--- config.mk ---
export PLATFORM = sky130hd
export DESIGN_NAME = hazard_sequencer
export DESIGN_NICKNAME = d
export VERILOG_FILES = /design/src/rtl/hazard_sequencer.sv
export SDC_FILE = /design/constraint.sdc
export NUM_CORES = 1
export LEC_CHECK = 0
export ABC_AREA = 1
export BUFFER_PORTS_ARGS = -buffer_cell sky130_fd_sc_hd__clkbuf_2
export CAP_MARGIN = 20
export CORE_MARGIN = 5
export CORE_UTILIZATION = 51
export CTS_CLUSTER_DIAMETER = 100
export DETAILED_ROUTE_END_ITERATION = 12
export GPL_ROUTABILITY_DRIVEN = 0
export PLACE_DENSITY = 0.92
export SETUP_SLACK_MARGIN = 0.1
export SYNTH_ARGS = -nofsm -noshare
export SYNTH_HDL_FRONTEND = slang
export SYNTH_SLANG_ARGS = --single-unit
--- constraint.sdc ---
create_clock -name clk -period 2.4 [get_ports clk]
set_input_delay 0.48 -clock clk [delete_from_list [all_inputs] [get_ports clk]]
set_output_delay 0.48 -clock clk [all_outputs]
set_load 0.005 [all_outputs]
--- src/rtl/hazard_sequencer.sv ---
// Hazard sequencer: load-use stall, branch flush, ALU forwarding,
// halt drain FSM and saturating stall/flush performance counters.
//
// Ports:
//   clk, reset            rising-edge clock, synchronous active-high reset
//   id_rs1/id_rs2/id_halt ID-stage sources and halt decode
//   ex_*                  EX-stage register fields, write-enable, load flag
//   mem_*, wb_*           MEM/WB destination and write-enable for forwarding
//   branch_taken          EX redirect
//   pc_en, ifid_en        PC and IF/ID register enables
//   ifid_flush, nop       IF/ID flush and control-unit bubble
//   fwdA, fwdB            ALU operand select (00 regfile, 01 WB, 10 MEM)
//   halted                core fully drained and stopped
//   stall_cnt, flush_cnt  saturating performance counters
module hazard_sequencer (
    input  logic        clk,
    input  logic        reset,
    input  logic [4:0]  id_rs1,
    input  logic [4:0]  id_rs2,
    input  logic        id_halt,
    input  logic [4:0]  ex_rs1,
    input  logic [4:0]  ex_rs2,
    input  logic [4:0]  ex_rd,
    input  logic        ex_regWrite,
    input  logic        ex_ld,
    input  logic [4:0]  mem_rd,
    input  logic        mem_regWrite,
    input  logic        mem_ld,
    input  logic [4:0]  wb_rd,
    input  logic        wb_regWrite,
    input  logic        branch_taken,
    output logic        pc_en,
    output logic        ifid_en,
    output logic        ifid_flush,
    output logic        nop,
    output logic [1:0]  fwdA,
    output logic [1:0]  fwdB,
    output logic        halted,
    output logic [15:0] stall_cnt,
    output logic [15:0] flush_cnt
);

    typedef enum logic [1:0] {
        RUN    = 2'd0,
        DRAIN  = 2'd1,
        HALTED = 2'd2
    } state_t;

    localparam logic [1:0] FWD_RF  = 2'b00;
    localparam logic [1:0] FWD_WB  = 2'b01;
    localparam logic [1:0] FWD_MEM = 2'b10;

    state_t     state_q, state_d;
    logic [1:0] drain_q, drain_d;
    logic       load_use;
    logic       stall_inc;
    logic       flush_inc;

    // A load result is not available from MEM, so a MEM-stage load
    // never forwards from MEM; WB covers it a cycle later.
    function automatic logic [1:0] fwd_sel(
        input logic [4:0] rs,
        input logic [4:0] m_rd,
        input logic       m_we,
        input logic       m_ld,
        input logic [4:0] w_rd,
        input logic       w_we
    );
        if (m_we && !m_ld && m_rd != 5'd0 && m_rd == rs)
            return FWD_MEM;
        else if (w_we && w_rd != 5'd0 && w_rd == rs)
            return FWD_WB;
        else
            return FWD_RF;
    endfunction

    assign load_use = ex_ld && ex_regWrite && ex_rd != 5'd0 &&
                      (ex_rd == id_rs1 || ex_rd == id_rs2);

    always_ff @(posedge clk) begin
        if (reset) begin
            state_q <= RUN;
            drain_q <= 2'd0;
        end else begin
            state_q <= state_d;
            drain_q <= drain_d;
        end
    end

    always_comb begin
        state_d    = state_q;
        drain_d    = drain_q;
        pc_en      = 1'b1;
        ifid_en    = 1'b1;
        ifid_flush = 1'b0;
        nop        = 1'b0;
        stall_inc  = 1'b0;
        flush_inc  = 1'b0;
        if (reset) begin
            pc_en      = 1'b0;
            ifid_en    = 1'b0;
            ifid_flush = 1'b1;
            nop        = 1'b1;
        end else begin
            unique case (state_q)
                RUN: begin
                    if (branch_taken) begin
                        // Redirect wins; a halt in ID is wrong-path.
                        ifid_flush = 1'b1;
                        nop        = 1'b1;
                        flush_inc  = 1'b1;
                    end else if (load_use) begin
                        // Halt stays in ID and is taken once the stall clears.
                        pc_en     = 1'b0;
                        ifid_en   = 1'b0;
                        nop       = 1'b1;
                        stall_inc = 1'b1;
                    end else if (id_halt) begin
                        state_d = DRAIN;
                        drain_d = 2'd3;
                    end
                end
                DRAIN: begin
                    pc_en   = 1'b0;
                    ifid_en = 1'b0;
                    nop     = 1'b1;
                    drain_d = drain_q - 2'd1;
                    if (drain_q == 2'd1)
                        state_d = HALTED;
                end
                HALTED: begin
                    pc_en   = 1'b0;
                    ifid_en = 1'b0;
                    nop     = 1'b1;
                end
                default: begin
                    state_d = RUN;
                    drain_d = 2'd0;
                end
            endcase
        end
    end

    always_ff @(posedge clk) begin
        if (reset) begin
            stall_cnt <= 16'd0;
            flush_cnt <= 16'd0;
        end else begin
            if (stall_inc && stall_cnt != 16'hFFFF)
                stall_cnt <= stall_cnt + 16'd1;
            if (flush_inc && flush_cnt != 16'hFFFF)
                flush_cnt <= flush_cnt + 16'd1;
        end
    end

    // Forwarding stays live in DRAIN/HALTED so retiring ops resolve.
    always_comb begin
        fwdA = FWD_RF;
        fwdB = FWD_RF;
        if (!reset) begin
            fwdA = fwd_sel(ex_rs1, mem_rd, mem_regWrite, mem_ld,
                           wb_rd, wb_regWrite);
            fwdB = fwd_sel(ex_rs2, mem_rd, mem_regWrite, mem_ld,
                           wb_rd, wb_regWrite);
        end
    end

    assign halted = (state_q == HALTED) && !reset;

endmodule

==> impl_metrics.toml, run 1 <==
[finish]
drive_gt1_share_pct = 24.7
fin_util_pct = 63.9
fillers = 471
fin_nets = 552
antenna_cells = 0
area_growth_pct = 23.7

[detailed_routing]
avgRoutedWirePerCell_um = 11.5
firstDrtPassIters = 4
drt-total-wl_um = 6600
viasPerCell = 5.05
drtAntennaViolNets = 0
drcViolationCount = 0
drt_first_iter_violations = 115
vias = 2888

[worst_setup_path]
startpoint_type = "register"
cp_max_fo = 7
r2r-start = "flush_cnt[0]"
cp.required_ns = 1.92
r2r_slack_ns = 0.47
r2r_end = "flush_cnt[9]"
r2r_cells = 9
arrival_ns = 1.66
cp-end-kind = "output port"
crit_type = "reg2out"

[logic_synthesis]
synth-seq-area-share_pct = 27.9
synth_xor_area_share_pct = 8.80
yosys_warnings = 0
synth_area_leader_cell = "dfxtp_1"
synthSimpleGateAreaFrac_pct = 39.4
synth_area_um2 = 2590
synth-compound-area-share_pct = 10.4
synth_top_family_by_area = "simple AND/OR/NAND/NOR gates"
yosys_register_bits = 36
ys_types = 34
async_flop_share_pct = 0
yosys-top-cells-count = "nand2_1 (111), nor2_1 (54), inv_1 (52)"
synthFlopType = "dfxtp_1"
synth-adder-area-share_pct = 3.38
synth.net_count = 463
synth_cells = 412
avgSynthCellArea_um2 = 6.28
synthMuxAreaShare_pct = 0
synth_top_cell_area_share_pct = 27.9
yosys-top-cells-area = "dfxtp_1 (28%), nand2_1 (16%), nor2_1 (7.8%), inv_1 (7.5%), xor2_1 (5.1%)"
synth-edff-count = 0
yosysMostFrequentCell = "nand2_1"

[hold_path]
whs_endpoint = "flush_cnt[11]"
holdPathStages = 2
hold_path.class = "reg2reg"
hp-start = "flush_cnt[11]"

[floorplanning]
start_util_pct = 51.6
core_um2 = 5010
die_area_um2 = 6600
num_rows = 26
die_h_um = 81.2
fp.dieW_um = 81.2
ios = 85

[global_route]
antenna_found_initial = 0
overflow = 0
grt_pass1_vias = 2670
grt_pass1_wl_um = 10900
grtUsageTotal_pct = 20.3
grt_max_degree = 16

[timing]
slew-limit-headroom_pct = 68.8
rsz0062_at_grt = "false"
fin_tns_setup_ns = 0
tightest_slew_ns = 0.464
skew_ns = 0.0161
fin_crit_ns = 2.14
slew_viol_final = 0
finalHoldViolCount = 0
setup_viol = 0
fmax_mhz = 466
fin_crit_sh_pct = 89.4

[clocking]
clock_latency_ns = 0.30
cts_buffers = 5
htreeDepth = 2
clkSinkCount = 36
ctsHoldBuffers = 0
clock_path_buffers = 2
clk_pin_slew_ns = 0.08
cts_tree = "done"
cts_root_buffer = "clkbuf_8"

[placement]
port_buffers = 84
hpwl_um = 5320

[job]
drv_cap = 0

[power_and_ir_drop]
ir_drop_mv = 0.395
power-per-cell-area_nw_per_um2 = 486
p_leak_nw = 1.56

[run_status]
status = "completed"
## stage by stage
stage | cells | worst slack, ns | area, um2 | total power [mW] | hold slack [ns]
floorplan | 412 | 0.437 | 2590 | 0.942 | 0.470
CTS | 571 | 0.131 | 3190 | 1.56 | 0.494
global placement | 563 | 0.394 | 3080 | 1.06 | 0.479
global route | 572 | 0.102 | 3200 | 1.67 | 0.511
detailed placement | 563 | 0.332 | 3080 | 1.08 | 0.480
finish | 572 | 0.255 | 3200 | 1.56 | 0.495
## flip-flops by register name, summed over array words and instances, names as in the netlist
name       count
flush_cnt     16
stall_cnt     16
drain_q        2
state_q        2
## cell type report
| cell class | count | area (um2) | area share (%) |
|---|---|---|---|
| clock buffers | 6 | 82.6 | 2.58 |
| clock inverters | 2 | 15.0 | 0.469 |
| multi-input cells | 310 | 1620 | 50.5 |
| well taps | 70 | 87.6 | 2.74 |
| flip-flops and latches | 36 | 721 | 22.5 |
| inverters | 59 | 221 | 6.92 |
| repair buffers | 89 | 458 | 14.3 |
## cell usage in the layout, fill, tap and decap left out, drive strengths merged, types with 5 or more instances in the layout
| cell type | n |
|---|---|
| nand3 | 28 |
| a21oi | 26 |
| buf | 5 |
| nor3 | 11 |
| inv | 57 |
| nand2 | 112 |
| o21ai | 14 |
| nor4 | 5 |
| xor2 | 15 |
| o21bai | 5 |
| xnor2 | 11 |
| ha | 7 |
| nor2 | 60 |
| dfxtp | 36 |
| nand4 | 10 |
| clkbuf | 90 |
## timing repair
item,4_1_cts,5_1_grt
gates cloned,0,0
buffers inserted,0,1
endpoints found under the setup margin,1,1
pin swaps,0,1
gates resized for setup,2,3
## layer usage
metal,part of all wire (%),wire length (um),vias up,GRT usage (%)
li1,-,-,1483,-
met1,42,2800,1291,23.2
met2,49,3220,105,36.3
met3,7.9,523,9,5.76
met4,0.98,65,0,6.59
met5,0,0,-,0
## logic make-up after synthesis
logic type	Yosys count
AO/OA/AOI/OAI	47
AND/OR/NAND/NOR	230
buffers and inverters	66
flip-flops	36
adder cells (fa/ha/maj)	7
XOR/XNOR	26
## worst max-delay path: stages (launching register included)
cell and delay [ns]:
dfxtp_1 0.34, inv_2 0.09, ha_4 0.17, nand3_1 0.07
o21bai_1 0.17, inv_2 0.09, nand2_1 0.09, nand2_1 0.07
nor2_1 0.04, o21ai_0 0.13, clkbuf_2 0.14
## power by group
part	internal (mW)	leakage [nW]	total, mW	switching (mW)
clock network	0.232	0.0434	0.458	0.225
logic	0.187	1.23	0.442	0.255
registers	0.630	0.291	0.656	0.0260
## worst max-delay path by stage
stage          startpoint  endpoint  slack (ns)  depth (start not counted)
2_1_floorplan  state_q[0]     pc_en        0.44                         10
3_3_place_gp    ex_rs1[4]   fwdA[0]        0.39                          8
3_5_place_dp   state_q[0]       nop        0.33                         10
4_1_cts        state_q[0]       nop        0.13                         10
5_1_grt        state_q[0]       nop        0.10                         10
6_report       state_q[0]       nop        0.26                         10
(Power assumes the default switching activity.)
==> run 2: changes to the inputs <==
--- a/config.mk
+++ b/config.mk
@@ -9,11 +9,12 @@
 export BUFFER_PORTS_ARGS = -buffer_cell sky130_fd_sc_hd__clkbuf_2
 export CAP_MARGIN = 20
 export CORE_MARGIN = 5
-export CORE_UTILIZATION = 51
+export CORE_UTILIZATION = 53
+export CTS_BUF_LIST = sky130_fd_sc_hd__clkbuf_4
 export CTS_CLUSTER_DIAMETER = 100
 export DETAILED_ROUTE_END_ITERATION = 12
 export GPL_ROUTABILITY_DRIVEN = 0
-export PLACE_DENSITY = 0.92
+export PLACE_DENSITY = 0.95
 export SETUP_SLACK_MARGIN = 0.1
 export SYNTH_ARGS = -nofsm -noshare
 export SYNTH_HDL_FRONTEND = slang
==> run 2 against run 1 <==
Global-route usage up 0.88 points. Sequential share of layout area increased by 0.42 points. Register-to-register slack worse by 0.03 ns. Die area fell by 3.3%. Non-clock buffer count fell by 1. Critical path depth stayed put. Worst setup slack better by 0.0033 ns. Highest routed layer unchanged. Clock skew fell by 0.0038 ns. Combinational power up 4%. Via count shrank 0.52%.
==> impl_metrics.toml, run 2 (synthesis results as in run 1) <==
[run_status]
status = "completed"

[hold_path]
hold_path.class = "reg2reg"

[worst_setup_path]
cp_num_buf_inv = 3
arrival_ns = 1.66
slowest_stage = "dfxtp_2"
cpPeakStageDelay_ns = 0.35
cp_max_fo = 5
cpMostUsedCell = "inv_2"
cp-end-kind = "output port"
crit_family = "flip-flops"
crit_chain = "inv_2 -> ha_4 -> nand3_1 -> o21bai_1 -> inv_2 -> nand2_2 -> nand2_1 -> nor2_1 -> o21ai_1 -> clkbuf_2"
crit_type = "reg2out"
cp.required_ns = 1.92
startpoint_type = "register"

[detailed_routing]
viasPerCell = 5.06
firstDrtPassIters = 5
drt-total-wl_um = 6500
drcViolationCount = 0
drtAntennaViolNets = 0
avgRoutedWirePerCell_um = 11.4
vias = 2873
drt_first_iter_violations = 167

[timing]
setup_viol = 0
tightest_slew_ns = 0.461
skew_ns = 0.0123
fin_tns_setup_ns = 0
fin_crit_ns = 2.14
finalHoldViolCount = 0
fmax_mhz = 467
fin_crit_sh_pct = 89.2
rsz0062_at_grt = "false"
slew_viol_final = 0
slew-limit-headroom_pct = 69.2

[clocking]
clock_path_buffers = 2
clk_pin_slew_ns = 0.11
cts_buffers = 5
cts_root_buffer = "clkbuf_4"
clkSinkCount = 36
cts_tree = "done"
clock_latency_ns = 0.33
htreeDepth = 2

[power_and_ir_drop]
power-per-cell-area_nw_per_um2 = 458
ir_drop_mv = 0.400
finalPower_mw = 1.45
p_leak_nw = 1.55

[floorplanning]
fp.dieW_um = 79.9
num_rows = 25
core_um2 = 4720
die_area_um2 = 6380
start_util_pct = 54.8
die_h_um = 79.9
ios = 85

[global_route]
grtUsageTotal_pct = 21.2
overflow = 0
grt_pass1_vias = 2729
grt_max_degree = 23
grt_pass1_wl_um = 11300
antenna_found_initial = 0

[placement]
port_buffers = 84
hpwl_um = 5160

[finish]
layout_common_cells = "nand2_1 (110), clkbuf_2 (84), nor2_1 (54)"
seqCellArea_um2 = 723
fillers = 406
final_common_cell = "nand2_1"
antenna_cells = 0
fin_nets = 551
reg_top3 = "flush_cnt (16), stall_cnt (16)"
multi_input_area_um2 = 1620
area_growth_pct = 21.9
drive_gt1_share_pct = 25.0

[job]
drv_cap = 0
run 2: changes by cell type in the layout (fill, tap and decap cells not counted), sizes merged:
cell,before,now
clkinv,2,3
clkbuf,90,91
clkinvlp,2,0
buf,5,4
run 2: per-layer routing:
layer / vias up / GRT usage (%) / share of wire [%]
met4: 0 / 5.74 / 0.71
met5: - / 0 / 0
met2: 101 / 39.1 / 50
met3: 8 / 4.74 / 7.9
li1: 1484 / - / -
met1: 1280 / 24.4 / 41
run 2: final timing paths:
path         cells after the start  slack [ns]          from            end
max                             10        0.26    state_q[1]            nop
min                              1        0.50  flush_cnt[6]   flush_cnt[6]
max reg2reg                      8        0.44  flush_cnt[0]  flush_cnt[12]
min reg2reg                      1        0.50  flush_cnt[6]   flush_cnt[6]
run 2: cell type report:
| class | instances | area share, % |
|---|---|---|
| timing repair buffer | 88 | 14.3 |
| inverter | 59 | 7.02 |
| clock buffer | 7 | 1.67 |
| clock inverter | 1 | 0.119 |
| multi-input combinational | 310 | 51.3 |
| sequential | 36 | 22.9 |
| tap | 67 | 2.66 |
run 2: worst reg2reg max path: cells and delay by family, from the launching register on:
kind,cells,cell delay (ns)
flops,1,0.40
simple gates,5,0.89
buf+inv,1,0.26
fa+ha+maj,1,0.24
compound gates,1,0.06
run 2: report_power, final:
part / switching [mW] / internal, mW
Combinational: 0.266 / 0.193
Sequential: 0.0267 / 0.633
Clock: 0.192 / 0.135
run 2: per-stage QoR:
stage / setup WS (ns) / cells / area, um2 / hold WS, ns / utilization (%)
after global placement: 0.403 / 559 / 3070 / 0.467 / 65.1
after global routing: 0.119 / 568 / 3150 / 0.532 / 66.8
after CTS: 0.107 / 567 / 3140 / 0.507 / 66.5
after floorplan: 0.437 / 412 / 2590 / 0.470 / -
after detailed placement: 0.334 / 559 / 3070 / 0.481 / 65.1
final: 0.259 / 568 / 3150 / 0.501 / 66.8
run 2: what timing repair did:
| action | 4_1_cts | 5_1_grt |
|---|---|---|
| gates cloned | 0 | 0 |
| hold buffers | 0 | 0 |
| endpoints found under the setup margin | 1 | 1 |
| pin swaps | 0 | 1 |
| buffers inserted | 0 | 1 |
| resized for setup | 4 | 5 |
==> run 3: changes to the inputs <==
--- a/config.mk
+++ b/config.mk
@@ -15,6 +15,7 @@
 export DETAILED_ROUTE_END_ITERATION = 12
 export GPL_ROUTABILITY_DRIVEN = 0
 export PLACE_DENSITY = 0.95
+export REMOVE_ABC_BUFFERS = 1
 export SETUP_SLACK_MARGIN = 0.1
 export SYNTH_ARGS = -nofsm -noshare
 export SYNTH_HDL_FRONTEND = slang
==> run 3 against run 2 <==
Flip-flop and latch count stayed put. Combinational power decreased by 3%. Non-clock buffer count grew 1. Die area unchanged. Sequential share of layout area is 0.054 points lower. Power fell by 0.40%. Sequential power barely moved. Register-to-register slack lost 0.02 ns. Highest routed layer unchanged. Global-route usage grew 0.40 points. Final area is 0.24% higher. Final cell count rose by 0.18%. Clock power is 4% higher.
==> impl_metrics.toml, run 3 (synthesis results as in run 1) <==
[global_route]
grtUsageTotal_pct = 21.6
overflow = 0
antenna_found_initial = 0
grt_pass1_wl_um = 11400
grt_pass1_vias = 2844
grt_max_degree = 16

[placement]
hpwl_um = 5210
dp.cells = 560
port_buffers = 84

[detailed_routing]
avgRoutedWirePerCell_um = 11.4
drt-total-wl_um = 6470
drt_first_iter_violations = 112
routed-wl-met2_um = 3290
drcViolationCount = 0
firstDrtPassIters = 4
drtAntennaViolNets = 0
vias = 2898
wl_met3_um = 408
drt-met1-wl_um = 2700
viasPerCell = 5.09
topRoutingLayerUsed = "met4"

[clocking]
clock_path_buffers = 2
clk_pin_slew_ns = 0.11
clkSinkCount = 36
ctsHoldBuffers = 0
cts_root_buffer = "clkbuf_4"
cts_buffers = 5
cts_tree = "done"
clock_latency_ns = 0.34
htreeDepth = 2

[floorplanning]
num_rows = 25
fp.dieW_um = 79.9
ios = 85
die_area_um2 = 6380
core_um2 = 4720
die_h_um = 79.9
start_util_pct = 54.8

[finish]
reg_top3 = "flush_cnt (16), stall_cnt (16)"
antenna_cells = 0
layout_common_cells = "nand2_1 (110), clkbuf_2 (84), nor2_1 (54)"
area_growth_pct = 22.2
final_cells = 569
drive_gt1_share_pct = 24.9
fin_nets = 552
final_common_cell = "nand2_1"

[run_status]
status = "completed"

[worst_setup_path]
cp.required_ns = 1.92
cp-endpoint = "nop"
critPathLaunch = "state_q[0]"
cp-end-kind = "output port"
r2r_slack_ns = 0.42
crit_cells = 10
r2r_end = "flush_cnt[15]"
cpPeakStageDelay_ns = 0.35
arrival_ns = 1.69
crit_type = "reg2out"
crit_family = "flip-flops"
startpoint_type = "register"
crit_chain = "inv_2 -> ha_4 -> nand3_1 -> o21bai_1 -> inv_1 -> nand2_2 -> nand2_1 -> nor2_1 -> o21ai_1 -> clkbuf_2"
r2r_cells = 8
slowest_stage = "dfxtp_2"
cp_max_fo = 7
cp_num_buf_inv = 3
r2r-start = "flush_cnt[0]"

[power_and_ir_drop]
finalPower_mw = 1.44
power-per-cell-area_nw_per_um2 = 455
pwr-share-comb_pct = 30.7
p_leak_nw = 1.56
seqPwrFrac_pct = 45.7
sw_frac_of_total_pct = 33.8
power_switching_mw = 0.487
clockPowerShare_pct = 23.5
internal-power_mw = 0.953
ir_drop_mv = 0.389

[timing]
finalHoldViolCount = 0
fmax_mhz = 461
setup_viol = 0
fin_crit_sh_pct = 90.4
tightest_slew_ns = 0.476
fin_tns_setup_ns = 0
skew_ns = 0.00354
slew_viol_final = 0
fin_crit_ns = 2.17
rsz0062_at_grt = "false"
slew-limit-headroom_pct = 68.2

[hold_path]
hold_path.class = "in2reg"

[job]
drv_cap = 0
-- run 3: worst reg2reg max path, stage by stage, from the launching register on --
cell,delay (ns)
dfxtp_1,0.40
ha_1,0.24
nand3_1,0.13
nor2_1,0.19
nand3_1,0.09
nand2_1,0.37
inv_1,0.26
nand2_1,0.13
a21oi_1,0.07
-- run 3: power by group through the flow --
| stage | registers (mW) | logic (mW) | clock network [mW] |
|---|---|---|---|
| after global placement | 0.665 | 0.396 | 0 |
| after CTS | 0.656 | 0.442 | 0.348 |
| after global routing | 0.663 | 0.501 | 0.370 |
| final | 0.659 | 0.443 | 0.339 |
| after detailed placement | 0.668 | 0.413 | 0 |
| after floorplan | 0.664 | 0.264 | 0 |
-- run 3: how the worst min path moves through the flow --
| stage | slack [ns] | endpoint | start | depth (start not counted) |
|---|---|---|---|---|
| 2_1_floorplan | 0.47 | flush_cnt[7] | flush_cnt[7] | 1 |
| 3_3_place_gp | 0.47 | flush_cnt[7] | flush_cnt[7] | 1 |
| 3_5_place_dp | 0.48 | flush_cnt[7] | flush_cnt[7] | 1 |
| 4_1_cts | 0.50 | flush_cnt[8] | reset | 2 |
| 5_1_grt | 0.50 | flush_cnt[8] | reset | 2 |
| 6_report | 0.50 | flush_cnt[8] | reset | 2 |
-- run 3: routing by layer --
layer,track usage [%],up-vias
li1,-,1494
met1,24.2,1291
met2,40.9,104
met3,4.18,9
met4,6.25,0
met5,0,-
-- run 3: area by class of cell --
| cell class | instances | area (um2) |
|---|---|---|
| Clock buffer | 7 | 52.6 |
| Clock inverter | 1 | 3.75 |
| Fill cell | 392 | 1560 |
| Inverter | 59 | 221 |
| Multi-Input combinational cell | 310 | 1620 |
| Sequential cell | 36 | 723 |
| Tap cell | 67 | 83.8 |
| Timing Repair Buffer | 89 | 458 |
-- run 3: repair_timing --
action                                  CTS  global route
endpoints found under the setup margin    1             1
setup buffers                             1             0
resized for setup                         4             4
-- run 3: per-stage QoR --
| step | instance area [um2] | worst slack, ns | utilization (%) | hold WS (ns) |
|---|---|---|---|---|
| floorplan | 2550 | 0.594 | - | 0.470 |
| global placement | 3080 | 0.338 | 65.2 | 0.473 |
| detailed placement | 3080 | 0.301 | 65.2 | 0.481 |
| CTS | 3160 | 0.137 | 66.8 | 0.496 |
| global route | 3160 | 0.116 | 66.9 | 0.497 |
| finish | 3160 | 0.229 | 66.9 | 0.497 |
